===== src/rtl/seg_pkg.sv =====
// Shared constants and helpers for the multiplexed 7-segment display path.
// Segment patterns are active-low, ordered {g,f,e,d,c,b,a}.
package seg_pkg;

  localparam logic [6:0] SEG_0     = 7'b1000000;
  localparam logic [6:0] SEG_1     = 7'b1111001;
  localparam logic [6:0] SEG_2     = 7'b0100100;
  localparam logic [6:0] SEG_3     = 7'b0110000;
  localparam logic [6:0] SEG_4     = 7'b0011001;
  localparam logic [6:0] SEG_5     = 7'b0010010;
  localparam logic [6:0] SEG_6     = 7'b0000010;
  localparam logic [6:0] SEG_7     = 7'b1111000;
  localparam logic [6:0] SEG_8     = 7'b0000000;
  localparam logic [6:0] SEG_9     = 7'b0010000;
  localparam logic [6:0] SEG_DASH  = 7'b0111111;
  localparam logic [6:0] SEG_BLANK = 7'b1111111;
  localparam logic [3:0] AN_OFF    = 4'b1111;

  // True when exactly one bit is set.
  function automatic logic onehot_valid(input logic [3:0] v);
    return (v != 4'd0) && ((v & (v - 4'd1)) == 4'd0);
  endfunction

endpackage


===== src/rtl/seg_display_mux_bcd_to_seg.sv =====
// BCD digit to active-low 7-segment pattern; non-decimal codes render as a dash.
module bcd_to_seg
  import seg_pkg::*;
(
  input  logic [3:0] bcd,
  output logic [6:0] pattern
);

  always_comb begin
    pattern = SEG_DASH;
    case (bcd)
      4'd0: pattern = SEG_0;
      4'd1: pattern = SEG_1;
      4'd2: pattern = SEG_2;
      4'd3: pattern = SEG_3;
      4'd4: pattern = SEG_4;
      4'd5: pattern = SEG_5;
      4'd6: pattern = SEG_6;
      4'd7: pattern = SEG_7;
      4'd8: pattern = SEG_8;
      4'd9: pattern = SEG_9;
      default: pattern = SEG_DASH;
    endcase
  end

endmodule


===== src/rtl/seg_display_mux.sv =====
// 4-digit multiplexed 7-segment driver: shadow digit buffer, blink timer,
// leading-zero suppression and registered anode/segment/dp outputs.
module seg_display_mux
  import seg_pkg::*;
#(
  parameter int BLINK_DIV = 25_000_000,
  parameter int CNT_W     = 25
) (
  input  logic        clk,
  input  logic        reset,
  input  logic [3:0]  selector,
  input  logic        load,
  input  logic [15:0] digits,
  input  logic [3:0]  blink_mask,
  input  logic        lz_suppress,
  input  logic        colon_in,
  output logic [3:0]  an,
  output logic [6:0]  seg,
  output logic        dp,
  output logic        blink_phase
);

  logic [15:0]      digit_buf;
  logic [CNT_W-1:0] cnt;
  logic [1:0]       idx;
  logic             sel_ok;
  logic [3:0]       cur_digit;
  logic [6:0]       pattern;
  logic             blank;

  // Display reads only the shadow copy so a scan never mixes old/new digits.
  always_ff @(posedge clk or posedge reset) begin
    if (reset)     digit_buf <= 16'h0000;
    else if (load) digit_buf <= digits;
  end

  // Load restarts the visible half so an edited digit shows at once.
  always_ff @(posedge clk or posedge reset) begin
    if (reset) begin
      cnt         <= '0;
      blink_phase <= 1'b0;
    end else if (load) begin
      cnt         <= '0;
      blink_phase <= 1'b0;
    end else if (cnt == CNT_W'(BLINK_DIV - 1)) begin
      cnt         <= '0;
      blink_phase <= ~blink_phase;
    end else begin
      cnt         <= cnt + CNT_W'(1);
    end
  end

  always_comb begin
    idx = 2'd0;
    case (selector)
      4'b0010: idx = 2'd1;
      4'b0100: idx = 2'd2;
      4'b1000: idx = 2'd3;
      default: idx = 2'd0;
    endcase
  end

  assign sel_ok    = onehot_valid(selector);
  assign cur_digit = digit_buf[{idx, 2'b00} +: 4];
  assign blank     = (blink_mask[idx] & blink_phase) |
                     ((idx == 2'd3) & lz_suppress & (digit_buf[15:12] == 4'd0));

  bcd_to_seg u_bcd_to_seg (
    .bcd     (cur_digit),
    .pattern (pattern)
  );

  // Anode stays on while a digit is blanked so the scan duty is unchanged.
  always_ff @(posedge clk or posedge reset) begin
    if (reset) begin
      an  <= AN_OFF;
      seg <= SEG_BLANK;
      dp  <= 1'b1;
    end else if (!sel_ok) begin
      an  <= AN_OFF;
      seg <= SEG_BLANK;
      dp  <= 1'b1;
    end else begin
      an  <= ~selector;
      seg <= blank ? SEG_BLANK : pattern;
      dp  <= ~((idx == 2'd2) & colon_in);
    end
  end

endmodule


===== config.mk =====
export PLATFORM = sky130hd
export DESIGN_NAME = seg_display_mux
export DESIGN_NICKNAME = d
export VERILOG_FILES = /design/src/rtl/seg_pkg.sv /design/src/rtl/seg_display_mux_bcd_to_seg.sv /design/src/rtl/seg_display_mux.sv
export SDC_FILE = /design/constraint.sdc
export NUM_CORES = 1
export LEC_CHECK = 0
export ABC_AREA = 1
export CAP_MARGIN = 20
export CORE_ASPECT_RATIO = 1.5
export CORE_MARGIN = 4
export CORE_UTILIZATION = 54
export CTS_CLUSTER_DIAMETER = 200
export DETAILED_ROUTE_END_ITERATION = 16
export PLACE_DENSITY_LB_ADDON = 0.2
export SLEW_MARGIN = 0
export SYNTH_ARGS = -nofsm -noshare
export SYNTH_HDL_FRONTEND = slang
export SYNTH_HIERARCHICAL = 1
export SYNTH_SLANG_ARGS = --single-unit

===== constraint.sdc =====
create_clock -name clk -period 1.8 [get_ports clk]
set_input_delay 0.36 -clock clk [delete_from_list [all_inputs] [get_ports clk]]
set_output_delay 0.36 -clock clk [all_outputs]
set_load 0.03 [all_outputs]

==> impl_metrics.py, run 1 <==
metrics = {
    "status": {
        "status": "complete, no violations",
    },
    "yosys": {
        "syn_inst": 389,
        "ys.flop_type": "dfrtp_1",
        "postSynthAreaPerCell_um2": 7.56,
        "synth_area_leaders": "dfrtp_1 36%, nand2_1 15%, dfstp_2 11%, nor2_1 8.9%, inv_1 5.0%",
        "synth.most_common_cell": "nand2_1",
        "yosysUniqueCellTypes": 29,
        "async_reset_ff_share_pct": 100,
        "synth-edff-count": 0,
        "synth_area_mm2": 0.00294,
        "synth_top_area_share_pct": 35.8,
        "yosys_warnings": 6,
        "synth_area_leader_cell": "dfrtp_1",
        "ys_seq_elements": 54,
        "seq_area_frac_synth_pct": 46.5,
        "syn_nets": 424,
        "synth_common_cells": "119 x nand2_1, 70 x nor2_1, 42 x dfrtp_1",
    },
    "drt": {
        "routed_wl_um": 7540,
        "vias": 2798,
        "first_pass_iters": 5,
        "drtIter0Drc": 162,
        "viasPerCell": 5.29,
        "drcViolationCount": 0,
        "detail_route.wl_per_cell_um": 14.3,
        "drtAntennaViolNets": 0,
    },
    "final_layout": {
        "syn2layout_area_growth_pct": 35.1,
        "n_antenna_cell": 0,
        "stdcell_count": 529,
        "layout.nets": 495,
        "drive_gt1_share_pct": 24.5,
    },
    "setup_path": {
        "worstPathArrival_ns": 2.00,
        "cp_cell_sequence": "buf_4, buf_6, nor2_4, nand2_4, nand2_8, nand2_1, o211ai_1, o21ai_2, inv_2, ha_4, nand2_1, nand3_1, nand2_1, nor2_1, nand3_1",
        "startpoint_type": "primary input",
        "cp_num_buf_inv": 3,
        "crit_type": "primary input to register",
        "cpMaxStageDelayCell": "inv_2",
        "end_kind": "register",
        "cp_top_family": "simple AND/OR/NAND/NOR gates",
        "cp.required_ns": 2.04,
        "crit_top_cell": "nand2_1",
        "cp_max_fo": 6,
        "max_stage_delay_ns": 0.17,
    },
    "global_route": {
        "grt_use_total_pct": 24.1,
        "grt-ovfl-total": 0,
        "grt_max_degree": 55,
        "antenna_found_initial": 0,
        "grt_pass1_vias": 2824,
        "grt_pass1_wl_um": 12300,
    },
    "power_and_ir_drop": {
        "internal_power_w": 0.00197,
        "ir_drop_uv": 464,
        "total_power_w": 0.00277,
        "p_sw_share_pct": 28.7,
        "p_seq_share_pct": 48.0,
        "comb_power_share_pct": 22.8,
        "p_sw_w": 0.000794,
        "p_clk_share_pct": 29.2,
        "p_per_area_mw_per_mm2": 697,
        "leakagePower_nw": 1.78,
    },
    "placed_design": {
        "place.port_buffers": 41,
        "gp_congestion": 0.959,
        "dp_slack_ns": -0.729,
        "place_inst": 515,
        "hpwl_um": 5310,
    },
    "floorplan": {
        "core_area_mm2": 0.00520,
        "io_pins": 42,
        "dieArea_mm2": 0.00671,
        "die_h_um": 98.4,
        "die_x_um": 68.2,
        "start_util_pct": 56.5,
        "num_rows": 32,
    },
    "clock_tree": {
        "cts_inserted_buffers": 5,
        "cts_sinks": 54,
        "clkLatencyLatePin_ns": 0.31,
        "htreeDepth": 2,
        "clockBufferDepth": 2,
        "clockRootBuffer": "clkbuf_8",
        "clk_pin_slew_worst_paths_ns": 0.10,
        "tritoncts": "yes",
    },
    "flow_run": {
        "drv_cap": 0,
    },
    "timing": {
        "fin_crit_ns": 1.77,
        "worst_slack_ns": 0.0324,
        "slew-limit-headroom_pct": 68.4,
        "fmax_ghz": 0.566,
        "hold_viol": 0,
        "drv_slew": 0,
        "finClkSkew_ns": 0.0106,
        "setup_viol": 0,
        "fin_crit_sh_pct": 98.2,
        "worstMarginPinSlew_ns": 0.470,
    },
    "worst_hold_path": {
        "worst_hold_path_type": "primary input to register",
    },
}
## path summary, 6_finish.rpt
kind | from | to | slack [ns] | cells after the start
max | selector[1] | seg[4]$_DFF_PP1_ | 0.03 | 15
min | selector[1] | an[0]$_DFF_PP1_ | 0.31 | 3
max reg2reg | digit_buf[12]$_DFFE_PP0P_ | seg[4]$_DFF_PP1_ | 0.17 | 11
min reg2reg | cnt[0]$_DFF_PP0_ | cnt[0]$_DFF_PP0_ | 0.49 | 1
max in group asynchronous | reset | seg[5]$_DFF_PP1_ | 1.11 | 3
min in group asynchronous | reset | digit_buf[2]$_DFFE_PP0P_ | 0.40 | 3
## power groups by stage
stage	Combinational (W)	Clock, W	Sequential [W]
3_3_place_gp	0.000546	0	0.00135
4_1_cts	0.000598	0.000825	0.00133
2_1_floorplan	0.000274	0	0.00140
5_1_grt	0.000687	0.000871	0.00134
3_5_place_dp	0.000557	0	0.00135
6_report	0.000632	0.000808	0.00133
## worst register-to-register path, stage by stage, from the launching register on
cell and delay [ns]:
dfrtp_1 0.39, inv_1 0.10, nand2_1 0.06, o211ai_1 0.11, o21ai_2 0.12, inv_2 0.17, ha_4 0.17, nand2_1 0.06
nand3_1 0.08, nand2_1 0.06, nor2_1 0.14, nand3_1 0.10
## sequential cells by signal, indices dropped and copies added (netlist names)
register,count
blink_phase,1
dp,1
an,4
digit_buf,16
cnt,25
seg,7
## through the flow
stage	area, µm²	setup TNS (ns)	utilization (%)	hold slack, ns
6_report	3970	0	76.3	0.312
3_5_place_dp	3690	-4.63	71.0	0.454
3_3_place_gp	3690	-4.22	71.0	0.451
4_1_cts	3940	0	75.8	0.408
2_1_floorplan	3050	-0.0799	-	0.403
5_1_grt	3970	-0.103	76.3	0.329
## cell usage in the layout (no fill, tap or decap), drive strengths merged
cell and count:
clkdlybuf4s50 24, nand3b 1, nand3 26, clkinvlp 1
nand2 128, xor2 8, dfstp 12, bufinv 1
a21oi 5, clkbuf 7, buf 31, dfrtp 42
o211ai 4, or2 1, nor3 5, inv 40
nand4 3, dlygate4sd2 13, o21ai 16, o21bai 1
xnor2 5, o22ai 1, nor2 80, ha 6
## per-layer routing
metal,track usage (%),up-vias,wire length (µm)
met3,4.60,29,324
met1,25.2,1323,2710
met5,0,-,0
met4,14.5,0,307
met2,42.3,96,4200
li1,-,1350,-
## final cells by class
type                            instances  area (µm²)
Tap cell                               68        85.1
Multi-Input combinational cell        290        1620
Sequential cell                        54        1370
Clock buffer                            6        72.6
Fill cell                             365        1230
Clock inverter                          2        37.5
Timing Repair Buffer                   69         627
Inverter                               40         165
## logic make-up after synthesis
group                    count (synthesis)  share of synthesized area [%]
AO/OA/AOI/OAI                           27                           5.32
adder cells (fa/ha/maj)                  6                           2.55
buffers and inverters                   46                           6.39
AND/OR/NAND/NOR                        243                           35.4
XOR/XNOR                                13                           3.87
flip-flops                              54                           46.5
## repair_timing
item	in CTS	in global routing
cloned	1	0
endpoints found under the setup margin	20	14
resized for setup	48	19
pin swaps	19	12
buffers inserted	5	2
hold buffers	0	0
hold endpoints to repair	0	0
No activity file was read; power rests on OpenSTA's default activity.
==> run 2, diff against run 1 <==
--- a/config.mk
+++ b/config.mk
@@ -18,3 +18,4 @@
 export SYNTH_HDL_FRONTEND = slang
 export SYNTH_HIERARCHICAL = 1
 export SYNTH_SLANG_ARGS = --single-unit
+export TNS_END_PERCENT = 50
==> results of run 2 <==
No change in the layout: final DEF, timing and power equal those of run 1.
